[src/rtl/pipe_ctrl.sv]
// rtl/pipe_ctrl.sv - pipeline freeze/flush/bubble controller with memory-wait watchdog (optional counters: PIPE_PERF_CNT_EN)
module pipe_ctrl #(
    parameter int MEM_TIMEOUT = 255,
    parameter int TO_W        = 8,
    parameter int CNT_W       = 16
) (
    input  logic             clk,
    input  logic             rst,
    input  logic             Stall,
    input  logic             Br_Taken,
    input  logic             Mem_R_En,
    input  logic             Mem_W_En,
    input  logic             Mem_Ready,
    output logic             Global_Freeze,
    output logic             PC_Freeze,
    output logic             IF_ID_Freeze,
    output logic             IF_ID_Flush,
    output logic             ID_EX_Bubble,
    output logic             Mem_Timeout,
    output logic [CNT_W-1:0] Stall_Cnt,
    output logic [CNT_W-1:0] Flush_Cnt,
    output logic [CNT_W-1:0] Mem_Wait_Cnt
);

    typedef enum logic [1:0] {
        RUN      = 2'b00,
        MEM_WAIT = 2'b01,
        HALT     = 2'b10
    } state_t;

    localparam logic [TO_W-1:0] TIMEOUT_V = TO_W'(MEM_TIMEOUT);

    state_t          state;
    state_t          state_nxt;
    logic [TO_W-1:0] wait_cnt;
    logic [TO_W-1:0] wait_cnt_nxt;
    logic            req;
    logic            hazard_bubble;

    assign req = Mem_R_En | Mem_W_En;

    // State and wait counter registers; reset drops straight back to RUN
    always_ff @(posedge clk or negedge rst) begin
        if (!rst) begin
            state    <= RUN;
            wait_cnt <= '0;
        end else begin
            state    <= state_nxt;
            wait_cnt <= wait_cnt_nxt;
        end
    end

    // Next-state: Ready beats abort, abort beats timeout; HALT only leaves via reset
    always_comb begin
        state_nxt    = state;
        wait_cnt_nxt = wait_cnt;
        case (state)
            RUN: begin
                if (req && !Mem_Ready) begin
                    state_nxt    = MEM_WAIT;
                    wait_cnt_nxt = {{(TO_W-1){1'b0}}, 1'b1};
                end
            end
            MEM_WAIT: begin
                if (Mem_Ready || !req) begin
                    state_nxt    = RUN;
                    wait_cnt_nxt = '0;
                end else if (wait_cnt == TIMEOUT_V) begin
                    state_nxt = HALT;
                end else begin
                    wait_cnt_nxt = wait_cnt + 1'b1;
                end
            end
            HALT:    state_nxt = HALT;
            default: state_nxt = HALT;
        endcase
    end

    // Pipeline controls: a freeze masks everything, then branch flush beats hazard stall
    always_comb begin
        Global_Freeze = 1'b0;
        PC_Freeze     = 1'b0;
        IF_ID_Freeze  = 1'b0;
        IF_ID_Flush   = 1'b0;
        ID_EX_Bubble  = 1'b0;
        hazard_bubble = 1'b0;
        if (state == HALT || (state != HALT && req && !Mem_Ready)) begin
            Global_Freeze = 1'b1;
        end else if (Br_Taken) begin
            IF_ID_Flush  = 1'b1;
            ID_EX_Bubble = 1'b1;
        end else if (Stall) begin
            PC_Freeze     = 1'b1;
            IF_ID_Freeze  = 1'b1;
            ID_EX_Bubble  = 1'b1;
            hazard_bubble = 1'b1;
        end
    end

    assign Mem_Timeout = (state == HALT);

`ifdef PIPE_PERF_CNT_EN
    // Saturating event counters; they stick at all-ones rather than wrap
    always_ff @(posedge clk or negedge rst) begin
        if (!rst) begin
            Stall_Cnt    <= '0;
            Flush_Cnt    <= '0;
            Mem_Wait_Cnt <= '0;
        end else begin
            if (hazard_bubble && Stall_Cnt != {CNT_W{1'b1}})
                Stall_Cnt <= Stall_Cnt + 1'b1;
            if (IF_ID_Flush && Flush_Cnt != {CNT_W{1'b1}})
                Flush_Cnt <= Flush_Cnt + 1'b1;
            if (Global_Freeze && Mem_Wait_Cnt != {CNT_W{1'b1}})
                Mem_Wait_Cnt <= Mem_Wait_Cnt + 1'b1;
        end
    end
`else
    logic unused_bubble;
    assign unused_bubble = hazard_bubble;
    assign Stall_Cnt     = '0;
    assign Flush_Cnt     = '0;
    assign Mem_Wait_Cnt  = '0;
`endif

endmodule

[config.mk]
export PLATFORM = sky130hd
export DESIGN_NAME = pipe_ctrl
export DESIGN_NICKNAME = d
export VERILOG_FILES = /design/src/rtl/pipe_ctrl.sv
export SDC_FILE = /design/constraint.sdc
export NUM_CORES = 1
export LEC_CHECK = 0
export ABC_AREA = 1
export ABC_CLOCK_PERIOD_IN_PS = 2200
export BUFFER_PORTS_ARGS = -buffer_cell sky130_fd_sc_hd__buf_4
export CAP_MARGIN = 10
export CORE_MARGIN = 5
export CORE_UTILIZATION = 35
export CTS_CLUSTER_DIAMETER = 60
export DETAILED_ROUTE_END_ITERATION = 16
export GPL_ROUTABILITY_DRIVEN = 1
export HOLD_SLACK_MARGIN = 0.05
export PLACE_DENSITY = 0.65
export SETUP_SLACK_MARGIN = 0.05
export SLEW_MARGIN = 10
export SYNTH_ARGS = -nofsm -noshare
export SYNTH_HDL_FRONTEND = slang
export SYNTH_SLANG_ARGS = --single-unit
[constraint.sdc]
create_clock -name clk -period 2.2 [get_ports clk]
set_clock_uncertainty 0.05 [all_clocks]
set_input_delay 0.11 -clock clk [delete_from_list [all_inputs] [get_ports clk]]
set_output_delay 0.11 -clock clk [all_outputs]
set_load 0.02 [all_outputs]
# == Word-level counts from Yosys, hierarchy flattened ==
# Index checks and enable logic that the tools add are counted.
# op_classes
magnitude_cmp,0
n_mux,16
bitwise_logic,1
n_div,0
multipliers,0
n_reduce_logical,11
n_addsub,1
shifts,0
eq_ne,7
# ops
operator,count
2-to-1 mux 8 bit,3
one-hot mux 8 bit (2 select lines),1
adder 8 x 1 -> 8 bit (second input constant),1
equality test 8 bit (second input constant),1
2-to-1 mux 1 bit,8
2-to-1 mux 2 bit,3
inequality test 3 bit (second input constant),2
inequality test 2 bit (second input constant),2
one-hot mux 2 bit (2 select lines),1
logical AND 1 bit,3
AND reduction 3 bit,1
equality test 2 x 1 -> 1 bit (second input constant),1
equality test 2 bit (second input constant),1
zero test 1 bit,2
zero test 2 bit,1
logical OR 1 bit,2
AND reduction 2 bit,1
nonzero test 2 bit,1
bitwise OR 1 bit,1
# totals
elab_cells,38
rom_bits,0
latchBits,0
reg_bits,10
out_inout_bits,54
ramBits,0
mem_count,0
input_bits,7

# == Longest topological paths before layout ==
# Gate-level depths: netlist of run 1.
# logic_depth
word_depth,5
ltp_mapped,8
ltp_nobuf,8

# == Least setup slack after synthesis of run 1 ==
# No wires, ideal clock.
# synth_path
path_kind,flip-flop to output port
startpoint,register state[1]
endpoint,output PC_Freeze
stages_incl_launch_ff,5
required_ps,2040
t_arrival_ps,1447
slack_ps,593
path_buffers,1
cell_sequence,dfrtp_1 inv_2 o21ai_1 nor3_1 buf_4
# synth_via
elab_chain_len,5
word_cells_on_any_way,6
classes_between,eq/ne: 2; mux: 1; reduce/logical: 3
# synth_lines
element,line,source
start: declaration,33,state_t state;
start signal: assignment,48,state <= state_nxt;
inequality test 2 bit,87,if (state == HALT || (state != HALT && req && !Mem_Ready)) begin
logical AND 1 bit (2 in series),87,
logical OR 1 bit (*),87,
2-to-1 mux 1 bit (*),-,
end: declaration,15,"output logic PC_Freeze,"
# Mark *: on every way between the ends. The rest lies on a longest branch, timed or not.

# == Worst setup path after layout of run 1 ==
# layout_path
startpoint,register state[1]
endpoint,output PC_Freeze
# layout_via
elab_chain_len,5
word_cells_on_any_way,6
classes_between,eq/ne: 2; mux: 1; reduce/logical: 3
# layout_lines
element,line
inequality test 2 bit,87
logical AND 1 bit (2 in series),87
logical OR 1 bit (*),87
2-to-1 mux 1 bit (*),87
# Marked as above.

==> flow_metrics.env, run 1 <==
export IMPL_htreeDepth=1
export IMPL_grt_pass1_wl_microns=2350
export IMPL_routed_via_density=3.74
export IMPL_tns_ps=0
export IMPL_yosysWarnings=0
export IMPL_clk_pin_slew_ps=70
export IMPL_cts_tree="yes"
export IMPL_cts_resized=0
export IMPL_die_height_microns=63.4
export IMPL_io_buffers=12
export IMPL_placed_area_sq_um=937
export IMPL_routabilityCongestion=0.815
export IMPL_core_sq_um=2760
export IMPL_setup_violations=0
export IMPL_drtIter0Drc=5
export IMPL_cts_buffers=3
export IMPL_fmax_ghz=0.707
export IMPL_slew_violations=0
export IMPL_crit_path_start_kind="flop"
export IMPL_powerDensity_nw_per_um2=460
export IMPL_synth_top_cells_by_area="buf_4 37%, dfrtp_1 25%, nand2_1 10%"
export IMPL_crit_chain="inv_2, o21ai_1, nor3_1, buf_4"
export IMPL_slowest_delay_ps=370
export IMPL_status="finished clean"
export IMPL_wl_per_cell_microns=8.88
export IMPL_globalRouteTotalUtil=0.0740
export IMPL_crit_arrival_ps=1250
export IMPL_synth_cells=134
export IMPL_rsz0062_at_grt="no"
export IMPL_synth_seq_cells=10
export IMPL_crit_path_max_fanout=6
export IMPL_cts_sinks=10
export IMPL_pre_cts_slack_ps=798
export IMPL_syn_area_per_cell_sq_um=7.46
export IMPL_nNetsFinal=158
export IMPL_grt_overflow_total=0
export IMPL_detail_route_antenna_nets=0
export IMPL_final_area_sq_um=983
export IMPL_fin_ws_ps=786
export IMPL_num_vias=673
export IMPL_synth_seq_area_share=0.250
export IMPL_fp_dieArea_sq_um=4030
export IMPL_cts_root_buf="clkbuf_4"
export IMPL_vdd_drop_max_uv=453
export IMPL_detailed_place_hpwl_microns=1330
export IMPL_first_global_vias=533
export IMPL_start_util=0.363
export IMPL_yosysTopAreaCell="buf_4"
export IMPL_max_cap_viol_count=0
export IMPL_hp_class="primary input to flop"
export IMPL_routed_wl_microns=1600
export IMPL_ioPinCount=61
export IMPL_finalCritPeriodShare=0.643
export IMPL_syn_area_sq_um=1000
export IMPL_firstDrtPassIters=4
export IMPL_synth_distinct_cells=21
export IMPL_clk_path_buf_depth=2
export IMPL_drive_above_1_share=0.174
export IMPL_clock_latency_ps=270
export IMPL_cts_setup_buffers=0
export IMPL_rows=19
export IMPL_final_util=0.357
export IMPL_power_uw=452
export IMPL_synth_top_area_frac=0.368
export IMPL_p_leak_uw=0.000563
export IMPL_grt_max_degree=11
export IMPL_drc_errors=0
export IMPL_period_minus_slack_ps=1410
export IMPL_critical_path_required_ps=2040
export IMPL_antenna_found_initial=0
export IMPL_syn_to_final_growth_pct=-1.63
export IMPL_reg2reg_slack_ps=790
export IMPL_end_kind="output pin"
export IMPL_hold_viol=0
export IMPL_die_x_microns=63.4
export IMPL_path_class="flop to output pin"
export IMPL_critPathSlowestCell="dfrtp_1"
export IMPL_n_antenna_cell=0
-- cell type report --
cell class,count,area [sq um]
Clock buffer,4,36.3
Fill cell,313,1770
Inverter,13,48.8
Multi-Input combinational cell,109,509
Sequential cell,10,250
Tap cell,31,38.8
Timing Repair Buffer,13,100
-- timing repair --
item / in CTS / in global routing
setup endpoints to repair: 0 / 0
endpoints found under the hold margin: 10 / 0
hold buffers: 1 / 0
-- stage by stage --
step / hold WS (ps) / cells
floorplan: -236 / 181
global placement: -103 / 175
detailed placement: -99.1 / 175
CTS: 55.8 / 180
global route: 59.2 / 180
finish: 63.0 / 180
-- logic make-up (layout without fill, tap and decap cells) --
group | count (synthesis) | count (layout) | share of synthesized area
buffers and inverters | 62 | 30 | 0.417
AND/OR/NAND/NOR | 46 | 46 | 0.222
AO/OA/AOI/OAI | 10 | 10 | 0.0601
flip-flops | 10 | 10 | 0.250
XOR/XNOR | 4 | 4 | 0.0351
adder cells (fa/ha/maj) | 1 | 1 | 0.0125
other | 1 | 48 | 0.00375
-- state kept, by name (all words and copies together) (netlist names) --
signal    flops
state         2
wait_cnt      8
-- synth_stat cells --
| cell type | n |
|---|---|
| nor2_4 | 2 |
| buf_4 | 49 |
| nand2_1 | 27 |
| o21ai_2 | 2 |
| dfrtp_1 | 10 |
| nand3_1 | 4 |
| xnor2_1 | 3 |
| xor2_1 | 1 |
| nand2_4 | 2 |
| o21bai_1 | 1 |
| nand2_2 | 1 |
| ha_1 | 1 |
| a21oi_1 | 1 |
| nor2_1 | 6 |
| nor3_1 | 2 |
| o21ai_1 | 6 |
| nand3_2 | 1 |
| inv_1 | 11 |
| nand4_1 | 1 |
| conb_1 | 1 |
| inv_2 | 2 |
-- cell usage in the layout, fill, tap and decap left out, drive strengths merged --
| cell type | count |
|---|---|
| nor3 | 2 |
| xor2 | 1 |
| nand3 | 5 |
| a21oi | 1 |
| buf | 12 |
| dlygate4sd3 | 1 |
| nand2 | 30 |
| o21bai | 1 |
| clkbuf | 4 |
| nor2 | 8 |
| o21ai | 8 |
| nand4 | 1 |
| xnor2 | 3 |
| dfrtp | 10 |
| ha | 1 |
| conb | 48 |
| inv | 13 |
-- final timing paths --
check,startpoint,endpoint,cells after the start
worst min-delay path,Mem_Ready,state[0],4
worst min register to register,state[1],state[1],2
worst max register to register,wait_cnt[0],wait_cnt[5],6
worst max-delay path,state[1],PC_Freeze,4
max in group asynchronous,rst,wait_cnt[1],2
min in group asynchronous,rst,wait_cnt[6],2
-- critical path: cells and delay by family (launching register included) --
family / cells / cell delay (ps)
flip-flops: 1 / 370
AO/OA/AOI/OAI: 1 / 110
AND/OR/NAND/NOR: 1 / 220
buffers and inverters: 2 / 280
-- metal layers --
layer / part of all wire / vias up / global-route usage
met5: 0 / - / 0
met4: 0.0075 / 0 / 0.0312
met3: 0.096 / 2 / 0.0320
met2: 0.50 / 30 / 0.118
met1: 0.40 / 297 / 0.0858
li1: - / 344 / -
-- power breakdown --
group	total (uW)	internal (uW)	switching, uW
Sequential	186	185	1.31
Clock	170	101	69.6
Combinational	95.6	10.5	85.1
Total	452	296	156
(Power assumes the default switching activity.)
==> run 2, diff against run 1 <==
--- a/config.mk
+++ b/config.mk
@@ -6,7 +6,7 @@
 export NUM_CORES = 1
 export LEC_CHECK = 0
 export ABC_AREA = 1
-export ABC_CLOCK_PERIOD_IN_PS = 2200
+export ABC_CLOCK_PERIOD_IN_PS = 1200
 export BUFFER_PORTS_ARGS = -buffer_cell sky130_fd_sc_hd__buf_4
 export CAP_MARGIN = 10
 export CORE_MARGIN = 5
@@ -15,7 +15,7 @@
 export DETAILED_ROUTE_END_ITERATION = 16
 export GPL_ROUTABILITY_DRIVEN = 1
 export HOLD_SLACK_MARGIN = 0.05
-export PLACE_DENSITY = 0.65
+export PLACE_DENSITY = 0.68
 export SETUP_SLACK_MARGIN = 0.05
 export SLEW_MARGIN = 10
 export SYNTH_ARGS = -nofsm -noshare
==> constraint.sdc (replaced) <==
create_clock -name clk -period 1.2 [get_ports clk]
set_clock_uncertainty 0.05 [all_clocks]
set_input_delay 0.06 -clock clk [delete_from_list [all_inputs] [get_ports clk]]
set_output_delay 0.06 -clock clk [all_outputs]
set_load 0.02 [all_outputs]
==> run 2 against run 1 <==
The run now ends with setup timing left. Total power rose by 66%. Sequential share of layout area is 3.5 points lower. Register-to-register slack worse by 850 ps. Critical path depth fell by 1. Die area is the same. Routed wire length rose by 9.6%. Clock power up 31%. Via count is 9.2% higher. Critical path type unchanged. Largest power group unchanged.
==> flow_metrics.env, run 2 (same netlist as run 1, synthesis figures left out) <==
export IMPL_final_common_cell="conb_1"
export IMPL_ioPinCount=61
export IMPL_layout_common_cells="48 x conb_1, 26 x nand2_1, 17 x buf_4"
export IMPL_critical_path_required_ps=1090
export IMPL_fp_dieArea_sq_um=4030
export IMPL_antenna_found_initial=0
export IMPL_cts_sinks=10
export IMPL_cts_tree="yes"
export IMPL_grt_overflow_total=0
export IMPL_fmax_ghz=0.774
export IMPL_path_delay_family="flip-flops"
export IMPL_detail_route_antenna_nets=0
export IMPL_n_antenna_cell=0
export IMPL_die_height_microns=63.4
export IMPL_cts_root_buf="clkbuf_4"
export IMPL_num_vias=735
export IMPL_status="finished, violations left"
export IMPL_crit_path_max_fanout=4
export IMPL_top_register="wait_cnt"
export IMPL_p_leak_uw=0.000628
export IMPL_clk_path_buf_depth=2
export IMPL_clockPowerShare=0.296
export IMPL_drive_above_1_share=0.288
export IMPL_p_int_uw=480
export IMPL_dp_cells=181
export IMPL_slowest_delay_ps=450
export IMPL_crit_chain="o21ai_4, a21oi_2, buf_4"
export IMPL_seqPwrFrac=0.455
export IMPL_max_cap_viol_count=0
export IMPL_period_minus_slack_ps=1290
export IMPL_crit_arrival_ps=1180
export IMPL_die_x_microns=63.4
export IMPL_whs_ps=111
export IMPL_finalNonFillerCells=191
export IMPL_vdd_drop_max_uv=453
export IMPL_power_uw=752
export IMPL_hold_viol=0
export IMPL_critPathSlowestCell="dfrtp_2"
export IMPL_drtIter0Drc=4
export IMPL_rows=19
export IMPL_io_buffers=12
export IMPL_fin_ws_ps=-91.2
export IMPL_largest_reg_flops=8
export IMPL_powerDensity_nw_per_um2=652
export IMPL_routed_via_density=3.85
export IMPL_clock_latency_ps=260
export IMPL_rsz0062_at_grt="yes"
export IMPL_cts_buffers=3
export IMPL_routed_wl_microns=1750
export IMPL_first_global_vias=618
export IMPL_wl_per_cell_microns=9.18
export IMPL_htreeDepth=1
export IMPL_power_switching_uw=272
export IMPL_routabilityCongestion=0.783
export IMPL_cp_buffers_inverters=1
export IMPL_crit_path_start_kind="flop"
export IMPL_nNetsFinal=170
export IMPL_slew_violations=0
export IMPL_setup_violations=15
export IMPL_drc_errors=0
export IMPL_end_kind="output pin"
export IMPL_comb_power_share=0.249
export IMPL_pre_cts_slack_ps=-60.7
export IMPL_violations="setup timing"
export IMPL_detailed_place_hpwl_microns=1420
export IMPL_grt_pass1_wl_microns=2640
export IMPL_globalRouteTotalUtil=0.0809
export IMPL_clk_pin_slew_ps=60
export IMPL_start_util=0.363
export IMPL_grt_max_degree=11
export IMPL_largestRegisters="wait_cnt x8, state x2"
export IMPL_finalCritPeriodShare=1.08
export IMPL_swShare=0.362
export IMPL_hp_class="primary input to flop"
export IMPL_syn_to_final_growth_pct=15.4
export IMPL_core_sq_um=2760
export IMPL_firstDrtPassIters=4
export IMPL_path_class="flop to output pin"
## run 2: what timing repair did
| action | in CTS | in global routing |
|---|---|---|
| gates resized for setup | 2 | 11 |
| buffers inserted | 2 | 3 |
| setup endpoints to repair | 15 | 16 |
| pin swaps | 1 | 2 |
| hold buffers | 2 | 0 |
| endpoints found under the hold margin | 11 | 0 |
## run 2: path summary, 6_finish.rpt
check | endpoint | start | depth (start not counted) | slack (ps)
worst max-delay path | ID_EX_Bubble | state[0] | 3 | -90
worst min-delay path | state[0] | Mem_W_En | 5 | 110
worst max register to register | state[0] | wait_cnt[1] | 7 | -60
worst min register to register | wait_cnt[7] | wait_cnt[7] | 2 | 460
max in group asynchronous | state[0] | rst | 2 | 830
min in group asynchronous | wait_cnt[5] | rst | 2 | 120
## run 2: area by class of cell
class	count	area, sq um
timing repair buffer	25	215
sequential	10	253
fill	280	1600
tap	31	38.8
inverter	13	48.8
multi-input combinational	109	576
clock buffer	3	22.5
## run 2: worst reg2reg max path, stage by stage (launching register included)
cell and delay (ps):
dfrtp_1 410, ha_4 170, nand3_4 110, nor2_4 140
buf_4 130, nand2_2 40, nand4_1 60, inv_1 40
## run 2: routing by layer
| metal | wire length (microns) | vias up | global-route usage |
|---|---|---|---|
| met5 | 0 | - | 0 |
| met2 | 946 | 34 | 0.147 |
| li1 | - | 367 | - |
| met3 | 165 | 2 | 0.0160 |
| met4 | 27 | 0 | 0.0468 |
| met1 | 614 | 332 | 0.0843 |
## run 2: power by group through the flow
stage	registers, uW	logic (uW)	clock network [uW]
floorplan	348	265	0
global placement	348	173	0
detailed placement	349	172	0
CTS	342	183	237
global route	342	201	251
finish	342	187	223
## run 2: per-stage QoR
stage,instance area [sq um],utilization,TNS (ps)
floorplan,1220,-,0
global placement,1030,0.373,-173
detailed placement,1030,0.373,-444
CTS,1100,0.398,-521
global route,1150,0.418,-1870
finish,1150,0.418,-704
